<file path="src/rtl/alu_pkg.sv">
// Shared op codes, FSM state encoding and flag payload for the sequential ALU.
package alu_pkg;

  localparam int unsigned OP_W = 4;

  localparam logic [OP_W-1:0] OP_AND  = 4'b0000;
  localparam logic [OP_W-1:0] OP_OR   = 4'b0001;
  localparam logic [OP_W-1:0] OP_ADD  = 4'b0010;
  localparam logic [OP_W-1:0] OP_SUB  = 4'b0110;
  localparam logic [OP_W-1:0] OP_SLT  = 4'b0111;
  localparam logic [OP_W-1:0] OP_NOR  = 4'b1100;
  localparam logic [OP_W-1:0] OP_MUL  = 4'b1000;
  localparam logic [OP_W-1:0] OP_DIVU = 4'b1001;

  typedef enum logic [1:0] {
    S_IDLE = 2'd0,
    S_MUL  = 2'd1,
    S_DIV  = 2'd2,
    S_DONE = 2'd3
  } state_e;

  typedef struct packed {
    logic zero;
    logic carry;
    logic overflow;
    logic illegal;
  } alu_flags_t;

endpackage

</file>
<file path="src/rtl/alu_core_comb.sv">
// Combinational logic/add/sub/SLT unit with status flags; unknown ops flag illegal.
module alu_core_comb
  import alu_pkg::*;
#(
  parameter int unsigned WIDTH = 24
) (
  input  logic [WIDTH-1:0] a_i,
  input  logic [WIDTH-1:0] b_i,
  input  logic [OP_W-1:0]  op_i,
  output logic [WIDTH-1:0] result_c,
  output alu_flags_t       flags_c
);

  localparam int unsigned SW = WIDTH + 1;

  logic             sub;
  logic [WIDTH-1:0] b_eff;
  logic [WIDTH:0]   sum;
  logic             ovf;

  // SLT shares the subtractor so its sign test survives overflow.
  assign sub   = (op_i == OP_SUB) || (op_i == OP_SLT);
  assign b_eff = sub ? ~b_i : b_i;
  assign sum   = {1'b0, a_i} + {1'b0, b_eff} + SW'(sub);
  assign ovf   = (a_i[WIDTH-1] == b_eff[WIDTH-1]) && (sum[WIDTH-1] != a_i[WIDTH-1]);

  always_comb begin
    result_c = '0;
    flags_c  = '0;
    case (op_i)
      OP_AND: result_c = a_i & b_i;
      OP_OR:  result_c = a_i | b_i;
      OP_NOR: result_c = ~(a_i | b_i);
      OP_ADD, OP_SUB: begin
        result_c         = sum[WIDTH-1:0];
        flags_c.carry    = sum[WIDTH];
        flags_c.overflow = ovf;
      end
      OP_SLT: result_c = WIDTH'(sum[WIDTH-1] ^ ovf);
      default: flags_c.illegal = 1'b1;
    endcase
    flags_c.zero = !flags_c.illegal && (result_c == '0);
  end

endmodule

</file>
<file path="src/rtl/alu_seq.sv">
// Sequential ALU: valid/ready wrapper around alu_core_comb with shift-add multiply.
// Define ALU_DIV_EN to add the unsigned restoring divide (op DIVU).
module alu_seq
  import alu_pkg::*;
#(
  parameter int unsigned WIDTH = 24,
  parameter int unsigned CNT_W = 5
) (
  input  logic             clk,
  input  logic             rst_n,
  input  logic             in_valid,
  output logic             in_ready,
  input  logic [WIDTH-1:0] a,
  input  logic [WIDTH-1:0] b,
  input  logic [OP_W-1:0]  op,
  output logic             out_valid,
  input  logic             out_ready,
  output logic [WIDTH-1:0] result,
  output logic             zero,
  output logic             carry,
  output logic             overflow,
  output logic             illegal
);

  localparam int unsigned DW = 2 * WIDTH;

  state_e           state_q, state_d;
  logic [CNT_W-1:0] cnt_q, cnt_d;
  logic [DW-1:0]    acc_q, acc_d;
  logic [DW-1:0]    mcand_q, mcand_d;
  logic [WIDTH-1:0] mplier_q, mplier_d;
  logic [WIDTH-1:0] result_q, result_d;
  alu_flags_t       flags_q, flags_d;
  logic             out_valid_q;
  logic             in_ready_q;

  logic [WIDTH-1:0] core_result;
  alu_flags_t       core_flags;
  logic [DW-1:0]    prod;
  logic             last_step;

  alu_core_comb #(.WIDTH(WIDTH)) u_core (
    .a_i      (a),
    .b_i      (b),
    .op_i     (op),
    .result_c (core_result),
    .flags_c  (core_flags)
  );

  // One shift-add step; on the final step this is the full product.
  assign prod      = acc_q + (mplier_q[0] ? mcand_q : '0);
  assign last_step = (cnt_q == CNT_W'(WIDTH - 1));

`ifdef ALU_DIV_EN
  logic [WIDTH-1:0] rem_q, rem_d;
  logic [WIDTH:0]   rem_sh, rem_diff;
  logic [WIDTH-1:0] rem_next, quo_next;
  logic             div_by_zero;

  // Restoring divide: mplier holds dividend bits shifting out and quotient bits shifting in.
  assign rem_sh      = {rem_q, mplier_q[WIDTH-1]};
  assign rem_diff    = rem_sh - {1'b0, mcand_q[WIDTH-1:0]};
  assign rem_next    = rem_diff[WIDTH] ? rem_sh[WIDTH-1:0] : rem_diff[WIDTH-1:0];
  assign quo_next    = {mplier_q[WIDTH-2:0], ~rem_diff[WIDTH]};
  assign div_by_zero = (mcand_q[WIDTH-1:0] == '0);
`endif

  always_comb begin
    state_d  = state_q;
    cnt_d    = cnt_q;
    acc_d    = acc_q;
    mcand_d  = mcand_q;
    mplier_d = mplier_q;
    result_d = result_q;
    flags_d  = flags_q;
`ifdef ALU_DIV_EN
    rem_d    = rem_q;
`endif
    case (state_q)
      S_IDLE: begin
        if (in_valid && in_ready_q) begin
          if (op == OP_MUL) begin
            acc_d    = '0;
            mcand_d  = DW'(a);
            mplier_d = b;
            cnt_d    = '0;
            state_d  = S_MUL;
          end
`ifdef ALU_DIV_EN
          else if (op == OP_DIVU) begin
            rem_d    = '0;
            mcand_d  = DW'(b);
            mplier_d = a;
            cnt_d    = '0;
            state_d  = S_DIV;
          end
`endif
          else begin
            result_d = core_result;
            flags_d  = core_flags;
            state_d  = S_DONE;
          end
        end
      end
      S_MUL: begin
        acc_d    = prod;
        mcand_d  = mcand_q << 1;
        mplier_d = mplier_q >> 1;
        cnt_d    = cnt_q + CNT_W'(1);
        if (last_step) begin
          result_d       = prod[WIDTH-1:0];
          flags_d        = '0;
          flags_d.carry  = |prod[DW-1:WIDTH];
          flags_d.zero   = (prod[WIDTH-1:0] == '0);
          state_d        = S_DONE;
        end
      end
`ifdef ALU_DIV_EN
      S_DIV: begin
        rem_d    = rem_next;
        mplier_d = quo_next;
        cnt_d    = cnt_q + CNT_W'(1);
        if (last_step) begin
          flags_d = '0;
          if (div_by_zero) begin
            result_d         = '1;
            flags_d.overflow = 1'b1;
          end else begin
            result_d      = quo_next;
            flags_d.carry = (rem_next != '0);
            flags_d.zero  = (quo_next == '0);
          end
          state_d = S_DONE;
        end
      end
`endif
      S_DONE: begin
        if (out_ready) begin
          state_d = S_IDLE;
        end
      end
      default: state_d = S_IDLE;
    endcase
  end

  always_ff @(posedge clk or negedge rst_n) begin
    if (!rst_n) begin
      state_q     <= S_IDLE;
      cnt_q       <= '0;
      acc_q       <= '0;
      mcand_q     <= '0;
      mplier_q    <= '0;
      result_q    <= '0;
      flags_q     <= '0;
      out_valid_q <= 1'b0;
      in_ready_q  <= 1'b1;
`ifdef ALU_DIV_EN
      rem_q       <= '0;
`endif
    end else begin
      state_q     <= state_d;
      cnt_q       <= cnt_d;
      acc_q       <= acc_d;
      mcand_q     <= mcand_d;
      mplier_q    <= mplier_d;
      result_q    <= result_d;
      flags_q     <= flags_d;
      out_valid_q <= (state_d == S_DONE);
      in_ready_q  <= (state_d == S_IDLE);
`ifdef ALU_DIV_EN
      rem_q       <= rem_d;
`endif
    end
  end

  assign in_ready  = in_ready_q;
  assign out_valid = out_valid_q;
  assign result    = result_q;
  assign zero      = flags_q.zero;
  assign carry     = flags_q.carry;
  assign overflow  = flags_q.overflow;
  assign illegal   = flags_q.illegal;

endmodule

</file>
<file path="config.mk">
export PLATFORM = sky130hd
export DESIGN_NAME = alu_seq
export DESIGN_NICKNAME = d
export VERILOG_FILES = /design/src/rtl/alu_pkg.sv /design/src/rtl/alu_core_comb.sv /design/src/rtl/alu_seq.sv
export SDC_FILE = /design/constraint.sdc
export NUM_CORES = 1
export LEC_CHECK = 0
export CAP_MARGIN = 20
export CELL_PAD_IN_SITES_DETAIL_PLACEMENT = 1
export CELL_PAD_IN_SITES_GLOBAL_PLACEMENT = 1
export CORE_MARGIN = 3
export CORE_UTILIZATION = 40
export CTS_BUF_LIST = sky130_fd_sc_hd__clkbuf_4 sky130_fd_sc_hd__clkbuf_8 sky130_fd_sc_hd__clkbuf_16
export DETAILED_ROUTE_END_ITERATION = 6
export GPL_ROUTABILITY_DRIVEN = 0
export PLACE_DENSITY_LB_ADDON = 0.08
export SETUP_SLACK_MARGIN = 0.05
export SLEW_MARGIN = 40
export SYNTH_ARGS = -nofsm -noshare
export SYNTH_HDL_FRONTEND = slang
export SYNTH_SLANG_ARGS = --single-unit
</file>
<file path="constraint.sdc">
create_clock -name clk -period 9.3 [get_ports clk]
set_input_delay 1.86 -clock clk [delete_from_list [all_inputs] [get_ports clk]]
set_output_delay 1.86 -clock clk [all_outputs]
set_load 0.01 [all_outputs]
</file>
==> results.toml <==
[outcome]
outcome = "completed"

[final_layout]
drive_above_1_share_pct = 6.62
utilization_pct = 47.5
final_cells = 1835
fill_cells = 3449
num-nets-final = 1569
area_growth_pct = 15.4
diodes = 0

[drt]
antenna_left = 0
avgRoutedWirePerCell_um = 22.1
firstDrtPassIters = 5
drtIter0Drc = 904
via_per_inst = 6.05
drc = 0
postRouteWirelength_mm = 40.6
vias = 11100

[logic_synthesis]
ys.flop_type = "dfrtp_1"
yosysTopAreaCell = "dfrtp_1"
synth_top_area_share_pct = 32.6
yosysMostFrequentCell = "nand2_1"
synth_cells = 1396
async_flop_share_pct = 100
syn_nets = 1527
ys_warn_count = 0
ys_types = 87
syn_area_mm2 = 0.0120
ys_top_cells_by_count = "nand2_1, dfrtp_1, o21ai_0, a21oi_1, ha_1"
synth-edff-count = 0
synth_seq_cells = 157
ys_seq_area_share_pct = 32.8
syn_avg_cell_area_um2 = 8.58
synth.area.top_cells = "dfrtp_1, ha_1, nand2_1, o21ai_0, a21oi_1"

[flow_run]
cap_violations = 0

[cts]
h-tree-depth = 4
cts_tree = "built"
postCtsSetupBuffers = 0
cts-root-buf = "clkbuf_16"
clkTransAtPathRegs_ns = 0.08
worstSkewPairLatency_ns = 0.44
cts.sinks = 157
ctsHoldBuffers = 0
cts.path.max_buffers = 2
cts_resized = 0
cts_made_buffers = 17

[worst_setup_path]
r2r_cells = 13
r2r_end = "carry$_DFFE_PN0P_"
critPathSlowestCell = "clkdlybuf4s50_1"
cp.arrival_ns = 6.32
crit_type = "primary input to flop"
cp_top_family = "compound AO/OA/AOI/OAI gates"
crit_path_start_kind = "primary input"
worstSetupEndpointType = "flop"
path_cells = "clkdlybuf4s50_1 > nor2b_1 > nand2_1 > buf_4 > xnor2_1 > fa_1 > a21o_1 > a21o_1 > a2111o_1 > a41o_1 > a31oi_1 > o31ai_1 > xnor2_1 > a2111oi_0 > nand4_1 > o21ai_1"
r2r_start = "mplier_q[0]$_DFFE_PN0P_"
ff2ff_setup_slack_ns = 4.57
crit_path_max_fanout = 23
critPathRequiredTime_ns = 9.66
cp_slowest_stage_delay_ns = 0.72
path_buf_inv = 2

[floorplanning]
die_h_um = 179
dieArea_mm2 = 0.0321
dieWidth_um = 179
core_area_mm2 = 0.0291
start_util_pct = 41.2
io_pins = 86
rows = 62

[sta]
hold_violations = 0
rsz0062_at_grt = "false"
tightest_slew_ns = 0.739
setup_viol = 0
finalSetupTns_ns = 0
fin_worst_skew_ns = 0.0160
finalCritPeriodShare_pct = 64.1
relSlewSlack_pct = 50.7
max_freq_ghz = 0.168
holdWs_ns = 0.478
drv_slew = 0
min_period_ns = 5.96

[hold_path]
worstHoldEndpoint = "result[13]$_DFFE_PN0P_"
hp-start = "result[13]$_DFFE_PN0P_"
holdPathStages = 2
min_path_type = "flop to flop"

[global_route]
grt_usage_pct = 25.8
antenna_found_initial = 0
grt_max_degree = 101
grt_pass1_vias = 11300
grt_remaining_overflow = 0
grt_pass1_wl_mm = 64.6

[place]
post-place-cells = 1802
io_buffers = 85
hpwlAfterDp_mm = 30.1

[power_and_ir_drop]
clkPwrFrac_pct = 11.7
power.switching_mw = 3.18
total_power_mw = 6.20
p_int_mw = 3.02
leakage_nw = 5.94
ir_drop_mv = 0.191
swShare_pct = 51.3
p_seq_share_pct = 21.8
powerDensity_mw_per_mm2 = 448
power_frac_comb_pct = 66.6
final cells by class:
cell class	count	area (um2)	share of cell area [%]
Tap cell	384	480	3.47
Timing Repair Buffer	101	1010	7.34
Multi-Input combinational cell	1133	7690	55.6
Inverter	28	105	0.760
Sequential cell	157	3930	28.4
Clock buffer	17	425	3.08
Clock inverter	15	178	1.28
stage by stage:
step,setup WS [ns],area [um2]
floorplan,3.67,12000
global placement,3.03,13200
detailed placement,2.96,13200
CTS,3.37,13800
global route,2.92,13800
finish,3.34,13800
kinds of logic after synthesis:
group / share of synthesized area, %
compound gates: 26.6
xor+xnor: 4.97
fa+ha+maj: 9.79
buf+inv: 3.56
flops: 32.8
mux: 2.42
simple gates: 19.9
worst register-to-register path, cell delays in order (launching register included):
cell      delay (ns)
dfrtp_4         0.71
and2_1          0.25
ha_1            0.21
fa_1            0.41
a21o_1          0.21
a221oi_2        0.44
nand3b_1        0.23
a311oi_2        0.21
or3_1           0.43
a222oi_1        0.37
nand4b_1        0.27
nor4_1          0.54
and4b_1         0.32
nor2_1          0.05
cell usage in the layout (no fill, tap or decap), types with 22 or more instances in the layout:
cell type,Yosys,routed
nand2_1,210,210
dfrtp_1,156,155
o21ai_0,99,98
clkdlybuf4s50_1,0,84
a21oi_1,83,83
ha_1,73,73
nor2_1,60,59
and2_1,56,56
a22oi_1,48,48
xnor2_1,44,44
a21o_1,42,42
a22o_1,37,37
inv_1,28,28
nand3_1,27,27
xor2_1,24,24
nand4_1,22,22
maj3_1,22,22
worst max path at each step:
stage	start	end	slack (ns)	cells past startpoint
final	op[1]	zero$_DFFE_PN0P_	3.34	16
after global routing	op[1]	zero$_DFFE_PN0P_	2.92	16
after CTS	op[1]	zero$_DFFE_PN0P_	3.37	16
after detailed placement	op[1]	zero$_DFFE_PN0P_	2.96	16
after global placement	op[1]	zero$_DFFE_PN0P_	3.03	16
after floorplan	op[1]	zero$_DFFE_PN0P_	3.67	16
power by group through the flow:
stage | Sequential (mW) | Clock (mW) | Combinational [mW]
floorplan | 1.26 | 0 | 2.94
global placement | 1.34 | 0 | 3.99
detailed placement | 1.36 | 0 | 4.06
CTS | 1.35 | 0.741 | 4.10
global route | 1.39 | 0.772 | 4.59
finish | 1.35 | 0.722 | 4.13
routing by layer:
metal	vias to the layer above	track usage, %	wire length [um]	part of all wire [%]
met5	-	0	0	0
met4	0	5.61	593	1.5
met3	39	4.00	2060	5.1
met2	243	37.2	17000	42
met1	5567	40.2	20900	52
li1	5260	-	-	-
state kept, by name (all words and copies together), names as in the netlist:
| name | count |
|---|---|
| illegal | 1 |
| overflow | 1 |
| out_valid | 1 |
| carry | 1 |
| zero | 1 |
| state_q | 2 |
| mplier_q | 24 |
| in_ready | 1 |
| cnt_q | 5 |
| result | 24 |
| acc_q | 48 |
| mcand_q | 48 |
No activity file was read; power rests on OpenSTA's default activity.
==> variant, RTL diff (config.mk and constraints unchanged) <==
Reset style: synchronous (`rst_n`), changed in one clocked block.
--- a/src/rtl/alu_seq.sv
+++ b/src/rtl/alu_seq.sv
@@ -143,7 +143,7 @@
     endcase
   end
 
-  always_ff @(posedge clk or negedge rst_n) begin
+  always_ff @(posedge clk) begin
     if (!rst_n) begin
       state_q     <= S_IDLE;
       cnt_q       <= '0;
Function: differs if rst_n is asserted again (counterexample within 4 cycles, from zero or initial values and one cycle with rst_n low); with rst_n held inactive, the same outputs for 4 cycles.
==> variant against the unedited design <==
  * Synthesized cell count up 4.9%
  * Register-to-register slack worse by 0.08 ns
  * Setup slack better by 0.17 ns
  * Worst hold slack worse by 0.012 ns
  * Sequential cell count unchanged
  * Global-route usage up 0.18 points
  * Critical path depth down 2
  * Design area down 5.0%
  * Synthesized area down 4.1%
  * Wire length down 2.2%
  * Die area down 3.9%
Power is left out: it rests on default switching activity, and per cell area and clock period it moved more than threefold.
==> variant: results (changes against the unedited design) <==
[global_routing]
grt_antenna_before_repair = 0  ; unchanged
grt_util_met2 = 0.449  ; +0.0770
grt-ovfl-total = 0  ; unchanged
met3_usage = 0.0313  ; -0.00868
gr-usage-met1 = 0.340  ; -0.0612
track_usage = 0.259  ; +0.00178
grt_start_max_net_pins = 87  ; -14%
grt_first_pass_wirelength_um = 63800  ; -1.2%
grt_pass1_vias = 11500  ; +2.1%

[worst_hold_path]
hold_path_depth = 2  ; unchanged
hp-class = reg -> reg
min_from = mplier_q[6]
worstHoldEndpoint = mplier_q[6]

[yosys]
ys_seq_area_frac = 0.273  ; -0.0545
async_reset_ff_frac = 0  ; -1.00
synthesis.nets = 1596  ; +4.5%
synth_top_cells_by_count = nand2_1 (179), dfxtp_1 (157), a22oi_1 (89)
synth_area_leaders = dfxtp_1 (27%), ha_1 (7.9%), nand2_1 (5.8%)
synth-warning-count = 0  ; unchanged
ys_types = 81  ; -6.9%

[clocking]
clockBufferDepth = 2  ; unchanged
postCtsSetupBuffers = 0  ; unchanged
cts_root_buf = clkbuf_16
clk_pin_slew_worst_paths_ns = 0.07
cts_max_level = 4  ; unchanged
worst_skew_pair.late_latency_ns = 0.46  ; +0.02 ns
cts_buffers = 17  ; unchanged
cts_resized = 0  ; unchanged

[worst_setup_path]
rr_worst_depth = 14  ; +1
r2r_slack_ns = 4.49  ; -0.08 ns
worstPathArrival_ns = 6.14  ; -0.18 ns
cp-startpoint = op[3]
crit_path_max_fanout = 26  ; +13%
reg2reg_from = mplier_q[0]
rr_endpoint = carry

[status]
status = completed

[cells_and_area]
fillers = 3439  ; -0.29%
drive_gt1_frac = 0.0546  ; -0.0116
top_regs = acc_q x48, mcand_q x48
n_antenna_cell = 0  ; unchanged

[route]
drc = 0  ; unchanged
drt_first_pass_iters = 5  ; unchanged
drt_wl_total_um = 39700  ; -2.2%
viasPerCell = 5.90  ; -2.5%
drt_iter0_drc = 659  ; -27%

[sta]
clock_skew_ns = 0.0156  ; -0.000422 ns
relSlewSlack = 0.447  ; -0.0604

[placed_design]
port_buffers = 85  ; unchanged
dp_hpwl_um = 29300  ; -2.8%

[variant: cells by family after synthesis]
kind of cell             after synthesis  share of synthesized area
flip-flops                           157                      0.273
AND/OR/NAND/NOR                      513                      0.221
XOR/XNOR                              95                     0.0724
multiplexers                           3                    0.00272
adder cells (fa/ha/maj)               98                      0.103
buffers and inverters                113                     0.0385
AO/OA/AOI/OAI                        486                      0.289
[variant: critical path: stages]
cell and delay (ns):
clkdlybuf4s50_1 0.67, nand3b_1 0.16, buf_4 0.41, xnor2_1 0.20, fa_1 0.47, xor2_1 0.19
a221o_1 0.39, nor4_1 0.39, nand3_1 0.12, or4_1 0.45, nor4_1 0.25, and4_1 0.24
o2111ai_1 0.14, o41ai_2 0.21
[variant: worst max path at each step]
stage	end	cells past startpoint
global route	zero	14
CTS	zero	14
detailed placement	zero	14
global placement	zero	14
floorplan	zero	15
finish	zero	14
[variant: through the flow]
| stage | cells | util | worst slack, ns | hold slack (ns) | cell area, µm² |
|---|---|---|---|---|---|
| 2_1_floorplan | 1465 | - | 3.98 | 0.441 | 11500 |
| 3_3_place_gp | 1848 | 0.448 | 3.23 | 0.452 | 12600 |
| 3_5_place_dp | 1848 | 0.448 | 3.07 | 0.462 | 12600 |
| 4_1_cts | 1880 | 0.468 | 3.51 | 0.471 | 13100 |
| 5_1_grt | 1880 | 0.468 | 3.21 | 0.494 | 13100 |
| 6_report | 1880 | 0.468 | 3.51 | 0.466 | 13100 |
[variant: metal layers]
metal  wire, µm  vias up
li1           -     5374
met1      18400     5475
met2      19400      196
met3       1150       47
met4        739        0
met5          0        -
[variant: cell type report]
cell class              count  area, µm²  area share
multi-input cells        1195       7940       0.605
flip-flops and latches    157       3140       0.239
repair buffers            100        961      0.0732
well taps                 378        473      0.0360
clock buffers              19        440      0.0335
clock inverters            13        108     0.00819
inverters                  18       67.6     0.00514
